==> config.mk <==
export PLATFORM = sky130hd
export DESIGN_NAME = mouse_pos_uart_tx
export DESIGN_NICKNAME = d
export VERILOG_FILES = /design/src/rtl/mouse_pos_uart_tx.sv
export SDC_FILE = /design/constraint.sdc
export NUM_CORES = 1
export LEC_CHECK = 0
export CELL_PAD_IN_SITES_DETAIL_PLACEMENT = 0
export CELL_PAD_IN_SITES_GLOBAL_PLACEMENT = 1
export CORE_AREA = 2 2 83 85
export DETAILED_ROUTE_END_ITERATION = 8
export DIE_AREA = 0 0 85 87
export PLACE_DENSITY_LB_ADDON = 0.2
export SLEW_MARGIN = 5
export SYNTH_ARGS = -nofsm -noshare
export SYNTH_HDL_FRONTEND = slang
export SYNTH_SLANG_ARGS = --single-unit
==> constraint.sdc <==
create_clock -name clk -period 7.8 [get_ports clk]
set_input_delay 1.17 -clock clk [delete_from_list [all_inputs] [get_ports clk]]
set_output_delay 1.17 -clock clk [all_outputs]
set_load 0.03 [all_outputs]
==> src/rtl/mouse_pos_uart_tx.sv <==
// mouse_pos_uart_tx
// Serialises the local player's mouse state (x, y, left click) into a fixed
// UART frame (8N1, LSB first) so the peer board can mirror this player.
// Frame bytes: A5, x[11:4], {x[3:0],y[11:8]}, y[7:0], {7'b0,click}
// [, XOR checksum of bytes 1..4 when MOUSE_TX_CHECKSUM_EN is defined].
// Each frame is followed by GAP_BITS idle bit-times.
//
// Optional feature macro: MOUSE_TX_CHECKSUM_EN (6-byte frames with checksum;
// undefined gives 5-byte frames and no checksum logic).
//
// Ports:
//   clk        in   system clock (pixel domain)
//   rst        in   asynchronous active-low reset
//   en         in   frame generation enable; sampled only in IDLE
//   xpos       in   12-bit limited x position
//   ypos       in   12-bit limited y position
//   click      in   limited left-button state
//   tx         out  registered UART line, idle high
//   busy       out  high from snapshot until the end of the gap
//   frame_done out  one-cycle pulse on the last cycle of the last stop bit
module mouse_pos_uart_tx #(
  parameter int CLK_HZ   = 65_000_000,
  parameter int BAUD     = 115_200,
  parameter int GAP_BITS = 16
) (
  input  logic        clk,
  input  logic        rst,
  input  logic        en,
  input  logic [11:0] xpos,
  input  logic [11:0] ypos,
  input  logic        click,
  output logic        tx,
  output logic        busy,
  output logic        frame_done
);

  localparam int CLKS_PER_BIT = CLK_HZ / BAUD;
  localparam int CNT_W = (CLKS_PER_BIT > 1) ? $clog2(CLKS_PER_BIT) : 1;
  localparam int GAP_W = (GAP_BITS > 1) ? $clog2(GAP_BITS) : 1;
`ifdef MOUSE_TX_CHECKSUM_EN
  localparam int NBYTES = 6;
`else
  localparam int NBYTES = 5;
`endif
  localparam logic [CNT_W-1:0] BIT_LAST  = CNT_W'(CLKS_PER_BIT - 1);
  localparam logic [GAP_W-1:0] GAP_LAST  = GAP_W'(GAP_BITS - 1);
  localparam logic [2:0]       BYTE_LAST = 3'(NBYTES - 1);

  typedef enum logic [2:0] {S_IDLE, S_START, S_DATA, S_STOP, S_GAP} state_t;

  state_t            r_state, w_state_nxt;
  logic [CNT_W-1:0]  r_bit_cnt, w_bit_cnt_nxt;
  logic [2:0]        r_bit_idx, w_bit_idx_nxt;
  logic [2:0]        r_byte_idx, w_byte_idx_nxt;
  logic [GAP_W-1:0]  r_gap_cnt, w_gap_cnt_nxt;
  logic [24:0]       r_snap;   // {x[11:0], y[11:0], click}
  logic              r_tx;
  logic              w_tx_nxt;
  logic              w_bit_end;
  logic [7:0]        w_cur_byte;

  // Byte idx of the frame built from the snapshot register.
  function automatic logic [7:0] frame_byte(input logic [2:0] idx,
                                            input logic [24:0] snap);
    logic [7:0] b1, b2, b3, b4;
    b1 = snap[24:17];
    b2 = snap[16:9];
    b3 = snap[8:1];
    b4 = {7'b0, snap[0]};
    case (idx)
      3'd1:    return b1;
      3'd2:    return b2;
      3'd3:    return b3;
      3'd4:    return b4;
`ifdef MOUSE_TX_CHECKSUM_EN
      3'd5:    return b1 ^ b2 ^ b3 ^ b4;
`endif
      default: return 8'hA5;
    endcase
  endfunction

  assign w_bit_end = (r_bit_cnt == BIT_LAST);

  // State register
  always_ff @(posedge clk or negedge rst) begin
    if (!rst) r_state <= S_IDLE;
    else      r_state <= w_state_nxt;
  end

  // Next-state and counter-next logic
  always_comb begin
    w_state_nxt    = r_state;
    w_bit_idx_nxt  = r_bit_idx;
    w_byte_idx_nxt = r_byte_idx;
    w_gap_cnt_nxt  = r_gap_cnt;
    w_bit_cnt_nxt  = w_bit_end ? '0 : r_bit_cnt + 1'b1;
    case (r_state)
      S_IDLE: begin
        w_bit_cnt_nxt = '0;
        w_gap_cnt_nxt = '0;
        w_bit_idx_nxt = '0;
        if (en) begin
          w_state_nxt    = S_START;
          w_byte_idx_nxt = '0;
        end
      end
      S_START: if (w_bit_end) begin
        w_state_nxt   = S_DATA;
        w_bit_idx_nxt = '0;
      end
      S_DATA: if (w_bit_end) begin
        if (r_bit_idx == 3'd7) w_state_nxt = S_STOP;
        else                   w_bit_idx_nxt = r_bit_idx + 3'd1;
      end
      S_STOP: if (w_bit_end) begin
        if (r_byte_idx == BYTE_LAST) begin
          w_state_nxt   = S_GAP;
          w_gap_cnt_nxt = '0;
        end else begin
          w_state_nxt    = S_START;
          w_byte_idx_nxt = r_byte_idx + 3'd1;
        end
      end
      S_GAP: if (w_bit_end) begin
        if (r_gap_cnt == GAP_LAST) w_state_nxt = S_IDLE;
        else                       w_gap_cnt_nxt = r_gap_cnt + 1'b1;
      end
      default: w_state_nxt = S_IDLE;
    endcase
  end

  // Output logic. tx is computed from the next state so the line register
  // changes on the same edge as the state (tx falls on the snapshot edge).
  // DATA is never entered on the snapshot edge, so r_snap is already valid.
  always_comb begin
    w_cur_byte = frame_byte(w_byte_idx_nxt, r_snap);
    case (w_state_nxt)
      S_START: w_tx_nxt = 1'b0;
      S_DATA:  w_tx_nxt = w_cur_byte[w_bit_idx_nxt];
      default: w_tx_nxt = 1'b1;
    endcase
    busy       = (r_state != S_IDLE);
    frame_done = (r_state == S_STOP) && w_bit_end && (r_byte_idx == BYTE_LAST);
  end

  // Counters, snapshot and line register
  always_ff @(posedge clk or negedge rst) begin
    if (!rst) begin
      r_bit_cnt  <= '0;
      r_bit_idx  <= '0;
      r_byte_idx <= '0;
      r_gap_cnt  <= '0;
      r_snap     <= '0;
      r_tx       <= 1'b1;
    end else begin
      r_bit_cnt  <= w_bit_cnt_nxt;
      r_bit_idx  <= w_bit_idx_nxt;
      r_byte_idx <= w_byte_idx_nxt;
      r_gap_cnt  <= w_gap_cnt_nxt;
      r_tx       <= w_tx_nxt;
      if (r_state == S_IDLE && en) r_snap <= {xpos, ypos, click};
    end
  end

  assign tx = r_tx;

endmodule

== Word-level counts from Yosys, hierarchy flattened ==
Index checks and enable logic that the tools add are counted.
Operators by class
  $lt $le $gt $ge: 1
  equal/unequal tests: 18
  reduce and logical (&&, ||, !) cells: 7
  $add $sub $neg: 4
  muxes and demuxes: 28
Operator list (number)
  3-bit 2-to-1 mux: 14
  8-bit case mux with 4 select lines: 1
  10-bit 2-to-1 mux: 2
  4-bit 2-to-1 mux: 4
  3-bit by 2-bit == test with 1-bit output, second input constant: 5
  3-bit case mux with 5 select lines: 1
  3-bit == test, second input constant: 4
  4-bit case mux with 3 select lines: 1
  10-bit by 1-bit adder with 10-bit output, second input constant: 1
  10-bit == test, second input constant: 1
  3-bit by 1-bit == test with 1-bit output, second input constant: 3
  3-bit case mux with 3 select lines: 1
  2-bit != test, second input constant: 4
  3-bit by 1-bit adder with 3-bit output, second input constant: 2
  3-bit case mux with 2 select lines: 1
  3-bit nonzero test: 2
  5-bit AND reduction: 1
  4-bit by 1-bit adder with 4-bit output, second input constant: 1
  4-bit == test, second input constant: 1
  3-bit by 4-bit less-than comparator with 1-bit output, second input constant: 1
  1-bit binary-select mux with 3-bit select: 1
  1-bit logical AND: 3
  3-bit logical NOT: 1
  1-bit case mux with 2 select lines: 1
  1-bit 2-to-1 mux: 1
Storage, ports and cells
  register bits after elaboration: 49
  word-level logic and storage cells: 65

== Depth between registers and ports, before layout ==
Gate-level depths: netlist of the first run.
  depth after elaboration: 9
  mapped depth: 11

== Worst setup path before layout of the first run ==
OpenSTA, ideal clock, no wires.
  kind: register -> output
  start: register r_bit_cnt[0]
  end: output port frame_done
  path slack: 4.704 ns
  arrival: 1.926 ns
  stages on the path, launching flop included: 5
  path through: dfrtp_1 -> ha_1 -> nor3b_1 -> nand3_1 -> nor3_1
On the way
  cells in the longest elaborated chain, start to end: 3
RTL lines
  start: declaration: line 52  | logic [CNT_W-1:0] r_bit_cnt, w_bit_cnt_nxt;
  start signal: assignment: line 156  | r_bit_cnt <= w_bit_cnt_nxt;
  10-bit == test: line 82  | assign w_bit_end = (r_bit_cnt == BIT_LAST);
  1-bit logical AND (2 in series): line 143  | frame_done = (r_state == S_STOP) && w_bit_end && (r_byte_idx == BYTE_LAST);
  end: declaration: line 34  | output logic frame_done
Every way passes these cells.

== Worst setup path in the final report of the first run ==
Ends and elaborated chain as after synthesis.

==> results of run 1 <==
## sequential cells by signal, summed over array words and instances, names as in the netlist
register / count
tx: 1
r_gap_cnt: 4
r_state: 3
r_snap: 25
r_bit_cnt: 10
r_bit_idx: 3
r_byte_idx: 3
## per-layer routing
layer	up-vias	GRT usage [%]	part of all wire (%)
met3	9	4.076	3.1
met1	1116	24.17	48
met4	0	7.792	1.8
met2	43	29.05	47
met5	-	0	0
li1	1218	-	-
## worst reg2reg max path, stage by stage, from the launching register on
cell      delay (ps)
dfrtp_1          390
ha_1             230
or3b_4           430
nor4_4           680
a211oi_1         270
nor2_4           270
mux2_2           360
a31oi_1          200
o22ai_1          100
o211a_1          210
## area by class of cell
type | instances | area (um2) | area share, %
inverters | 13 | 50.05 | 1.503
repair buffers | 31 | 302.8 | 9.094
multi-input cells | 256 | 1541 | 46.30
flip-flops and latches | 49 | 1227 | 36.87
clock buffers | 6 | 72.57 | 2.180
well taps | 80 | 100.1 | 3.006
clock inverters | 2 | 35.03 | 1.052
## per-stage QoR
stage,hold slack [ps],worst slack [ps],power [mW],area [um2],utilization [%]
after floorplan,436.5,4704,0.3991,2882,-
after global placement,459.0,3739,0.4388,3222,49.05
after detailed placement,464.2,3684,0.4416,3222,49.05
after CTS,486.0,3859,0.6221,3329,50.69
after global routing,497.8,3711,0.6509,3329,50.69
final,480.9,3885,0.6134,3329,50.69
## placed cells by master, fill, tap and decap left out, drive strengths merged, types with 3 or more instances in the layout
master	instances
clkinv	3
ha	5
a21o	3
nor3	9
mux2	3
clkdlybuf4s50	29
mux2i	6
or3	3
dfrtp	48
nor2	19
clkbuf	6
xor2	3
o41ai	3
and3	3
a21oi	13
o21ai	9
nand3	15
nand2	95
nand4	5
a31oi	4
o22ai	4
nor2b	3
inv	11
xnor2	5
or3b	3
## power groups by stage
| stage | Combinational (mW) | Clock (mW) | Sequential [mW] |
|---|---|---|---|
| detailed placement | 0.108 | 0 | 0.334 |
| floorplan | 0.0767 | 0 | 0.322 |
| CTS | 0.108 | 0.185 | 0.329 |
| finish | 0.106 | 0.178 | 0.329 |
| global placement | 0.106 | 0 | 0.333 |
| global route | 0.121 | 0.195 | 0.335 |
## cell families (layout without fill, tap and decap cells)
family	count (synthesis)	count (layout)	share of synthesized area, %
fa+ha+maj	5	5	2.171
mux	9	9	3.257
simple gates	174	174	30.31
xor+xnor	8	8	2.432
buf+inv	25	52	4.125
compound gates	60	60	15.11
flops	49	49	42.60
## worst max-delay path by stage
stage            endpoint  slack [ps]    startpoint  depth (start not counted)
5_1_grt        frame_done        3710  r_bit_cnt[0]                          5
4_1_cts        frame_done        3860  r_bit_cnt[0]                          5
6_report       frame_done        3890  r_bit_cnt[0]                          5
3_5_place_dp           tx        3680            en                          9
3_3_place_gp           tx        3740            en                          9
2_1_floorplan  frame_done        4700  r_bit_cnt[0]                          4
==> summary.md, run 1 <==
| Metric | Value |
|---|---|
| Status | `complete, no violations` |
| Fmax achieved | `0.2554 GHz` |
| Most frequent cell after synthesis | `nand2_1` |
| Area growth syn-to-layout | `15.54%` |
| Seq cells post-synth | `49` |
| Final std cells w/o fill | `437` |
| Die Span X | `85 um` |
| Row count | `30` |
| P_leak | `1.522 nW` |
| Mapped Cells | `330` |
| Worst-Margin Slew | `1083 ps` |
| I/O Buffers | `30` |
| 1st-iter DRT viols | `122` |
| Final ANT Viol Nets | `0` |
| Synth top cells by count | `95 x nand2_1, 48 x dfrtp_1, 17 x nor2_1` |
| CTS Buffer Depth | `2` |
| Yosys warnings | `0` |
| Clk network pwr share | `29.0%` |
| Post-CTS setup buffers | `0` |
| H-tree depth | `2` |
| Combinational fraction of design power | `17.3%` |
| Post-Syn Area | `2882 um2` |
| Crit start category | `flop` |
| Drt pass-1 iters | `4` |
| DRC | `0` |
| Worst reg2reg path startpoint | `r_bit_cnt[0]` |
| Latest clock arrival within the worst-skew pair | `300 ps` |
| Sw Share | `27.87%` |
| Register area share after synthesis | `42.60%` |
| Worst Path Required | `6630 ps` |
| Delay-heaviest family, CP | `simple AND/OR/NAND/NOR gates` |
| Sink Count | `49` |
| Final #Nets | `389` |
| Max Fanout on Critical Path | `6` |
| Hold Crit Class | `flop to flop` |
| Clock skew | `5.657 ps` |
| DR vias | `2386` |
| Worst hold path stage count | `2` |
| FF-to-FF setup slack | `4610 ps` |
| Root buffer cell | `clkbuf_8` |
| Hold_buf cts | `0` |
| Fraction of the cycle the final worst path needs | `50.19%` |
| Vias per Instance | `5.460` |
| CP max-delay cell | `clkdlybuf4s50_1` |
| First-pass GRT wire length | `10.65 mm` |
| Layout cells sized above 1 | `9.804%` |
| Syn Area/Cell | `8.732 um2` |
| Routability cong. | `0.8542` |
| Power density cells | `184.2 nW/um2` |
| Worst Path Buf+Inv | `1` |
| Switching Power | `0.1709 mW` |
| Worst path cell trace | `ha_1, nor3b_1, nand3_1, nor3_1, clkdlybuf4s50_1` |
| RR Endpoint | `tx` |
| Synth unique cells | `70` |
| Detailed placer's ending HPWL | `4.536 mm` |
| TritonCTS clock tree | `done` |
| Initial antenna violation count | `0` |
| Cell Int Power | `0.4425 mW` |
| Syn Nets | `363` |
| Setup TNS | `0 ps` |
| Cell accounting for the most synthesized area | `dfrtp_1` |
| Layout fillers | `615` |
| Tot GR Track Use | `18.30%` |
| Seq pwr share | `53.7%` |
| Peak supply drop | `0.1308 mV` |
| Total I/O pin count | `31` |
| WL/cell | `14.46 um` |
| Synth area leaders | `dfrtp_1 42%, nand2_1 12%, nand3_1 2.6%, nor2_1 2.2%, ha_1 2.2%` |
| Die height | `87 um` |
| Top FF cell, synth | `dfrtp_1` |
| Hold Crit Start | `r_snap[1]` |
| Worst r2r path cells | `9` |
| TritonCTS Buffers | `5` |
| Final setup viols | `0` |
| Synth async-reset ratio | `100.0%` |
| Global route overflow | `0` |
| Vias in the first global route | `2272` |
| Crit Path Class | `flop to primary output` |
| Final Hold Viols | `0` |
| Top cell type's share of synthesized area | `41.68%` |
| Tmin final | `3915 ps` |
| Placed Instances | `429` |
| Largest stage delay, worst path | `730 ps` |
| Hold endpoint | `r_snap[1]` |
| Unrepaired setup endpoints after global routing | `false` |
| Largest net degree at the start of global routing | `50` |
| Antenna cells | `0` |
| DRT Wirelength | `6.319 mm` |
| Core area | `6569 um2` |
| Max Cap Violations | `0` |
| Die area | `7395 um2` |
| Crit end category | `primary output` |
| Initial Util | `43.87%` |
| Slew headroom | `27.80%` |
| CTS resizes | `0` |
| Slew Viols, Final | `0` |
| Number of synthesized flops with an enable pin | `0` |
| Clock transition at path regs | `90 ps` |
| Worst Path Arrival | `2740 ps` |
Note: power is estimated with default switching activity, not from simulation.
==> run 2, diff against run 1 <==
- CORE_AREA: 2 2 83 85 -> 2 2 89 91
- DIE_AREA: 0 0 85 87 -> 0 0 91 93
- clock period: 7.8 -> 3.5 ns (I/O delays scaled with it)
==> run 2 against run 1 <==
Net effect:
- first-iteration DRC count is 19% higher
- register-to-register slack worse by 4000 ps
- flip-flop and latch count unchanged
- global-route usage down 2.1 points
- die area rose by 14%
- sequential power rose by 120%
- critical endpoint unchanged
- highest routed layer unchanged
==> summary.md, run 2 (synthesis results as in run 1) <==
| Metric | Value |
|---|---|
| Fmax achieved | `0.3206 GHz` |
| Most common library cell in the layout ignoring fill and taps | `nand2_1` |
| DRC | `0 (unchanged)` |
| Final std cells w/o fill | `465 (+6.4%)` |
| Slew Viols, Final | `0 (unchanged)` |
| Hold_buf cts | `0 (unchanged)` |
| Sink Count | `49 (unchanged)` |
| Worst r2r path cells | `9 (unchanged)` |
| Root buffer cell | `clkbuf_8` |
| Row count | `32 (+6.7%)` |
| 1st-iter DRT viols | `145 (+19%)` |
| Core area | `7527 um2 (+15%)` |
| Status | `complete, no violations` |
| Placed cell area | `3294 um2 (+2.3%)` |
| Power density cells | `384.7 nW/um2 (+110%)` |
| Die area | `8463 um2 (+14%)` |
| Latest clock arrival within the worst-skew pair | `310 ps (about the same)` |
| DRT Wirelength | `6.480 mm (+2.5%)` |
| Placed Instances | `457 (+6.5%)` |
| P_leak | `1.542 nW (+1.3%)` |
| Worst-Margin Slew | `1095 ps (+11.58 ps)` |
| Drt pass-1 iters | `4 (unchanged)` |
| Post-CTS setup buffers | `0 (unchanged)` |
| Initial Util | `38.28% (-5.6 points)` |
| DR vias | `2416 (+1.3%)` |
| Crit end category | `primary output` |
| I/O Buffers | `30 (unchanged)` |
| Clock transition at path regs | `80 ps (about the same)` |
| Global route overflow | `0 (unchanged)` |
| Die height | `93 um (+6.9%)` |
| Design area | `3377 um2 (+1.4%)` |
| Max Cap Violations | `0 (unchanged)` |
| Slew headroom | `27.03% (-0.77 points)` |
| Routability cong. | `0.8477 (-0.76%)` |
| Hold Crit Class | `input pin to asynchronous set/reset pin` |
| Unrepaired setup endpoints after global routing | `false` |
| Peak supply drop | `0.1132 mV (-13%)` |
| Antenna cells | `0 (unchanged)` |
| H-tree depth | `2 (unchanged)` |
| Clock skew | `9.074 ps (+3.417 ps)` |
| Die Span X | `91 um (+7.1%)` |
| Initial antenna violation count | `0 (unchanged)` |
| Max Fanout on Critical Path | `12 (+6)` |
| Vias in the first global route | `2353 (+3.6%)` |
| Area growth syn-to-layout | `17.19%` |
| Worst Path Required | `2970 ps (-3660 ps)` |
| Most frequent cells in the layout | `95 x nand2_1, 48 x dfrtp_1, 29 x clkdlybuf4s50_1` |
| CTS Buffer Depth | `2 (unchanged)` |
| CTS resizes | `0 (unchanged)` |
| WL/cell | `13.94 um (-3.6%)` |
| Crit start category | `flop` |
| Fraction of the cycle the final worst path needs | `89.11%` |
| Detailed placer's ending HPWL | `4.727 mm (+4.2%)` |
| TritonCTS Buffers | `5 (unchanged)` |
| Final Power | `1.299 mW (+110%)` |
| Top reg by flops | `r_snap` |
| Setup TNS | `0 ps (unchanged)` |
| First-pass GRT wire length | `11.09 mm (+4.1%)` |
| Biggest regs | `r_snap (25), r_bit_cnt (10), r_gap_cnt (4)` |
| Tmin final | `3119 ps` |
| Worst Path Arrival | `2590 ps (-150 ps)` |
| Total I/O pin count | `31 (unchanged)` |
| Final Hold Viols | `0 (unchanged)` |
| Layout fillers | `781 (+27%)` |
| Max reg flops | `25 (unchanged)` |
| Final ANT Viol Nets | `0 (unchanged)` |
| Final #Nets | `395 (+1.5%)` |
| Tot GR Track Use | `16.19% (-2.1 points)` |
| Largest net degree at the start of global routing | `50 (unchanged)` |
| Final setup viols | `0 (unchanged)` |
| Layout cells sized above 1 | `11.29% (+1.5 points)` |
| TritonCTS clock tree | `done` |
| Crit Path Class | `flop to primary output` |
| Vias per Instance | `5.196 (-4.8%)` |
run 2: area by class of cell:
class | count | area (um2) | share of cell area, %
Multi-Input combinational cell | 256 | 1541 | 45.65
Sequential cell | 49 | 1227 | 36.35
Timing Repair Buffer | 37 | 347.8 | 10.30
Tap cell | 102 | 127.6 | 3.779
Clock buffer | 6 | 72.57 | 2.149
Inverter | 13 | 50.05 | 1.482
Clock inverter | 2 | 10.01 | 0.2964
run 2: metal layers:
metal	track usage [%]	share of wire [%]	wire length (um)
met4	6.187	2.5	165
met1	21.10	47	3058
met2	26.85	47	3063
met5	0	0	0
met3	2.981	3.0	192
run 2: path summary, 6_finish.rpt:
check	slack (ps)	endpoint	startpoint
worst min register to register	490	r_snap[19]	r_snap[19]
min in group clk	490	r_snap[19]	r_snap[19]
worst min-delay path	410	r_bit_cnt[0]	rst
max in group asynchronous	2400	r_snap[24]	rst
worst max register to register	600	tx	r_byte_idx[0]
worst max-delay path	380	frame_done	r_byte_idx[0]
run 2: power breakdown:
group | internal [mW] | switching (mW) | total, mW
Clock | 0.139 | 0.187 | 0.326
Sequential | 0.644 | 0.0888 | 0.733
Combinational | 0.133 | 0.107 | 0.240
Total | 0.916 | 0.383 | 1.30
run 2: worst max-delay path: stages (launching register included):
cell and delay (ps):
dfrtp_1 470, clkinv_1 170, ha_1 270, nand2_1 320
nor3_1 330, clkdlybuf4s50_1 730
run 2: per-stage QoR:
stage               worst slack [ps]  utilization (%)  hold WS, ps
detailed placement             545.8            43.77        465.5
finish                         381.3            44.86        411.8
global placement               565.1            43.77        464.8
global route                   228.6            44.86        506.6
CTS                            349.5            44.86        467.2
floorplan                      869.6                -        229.4
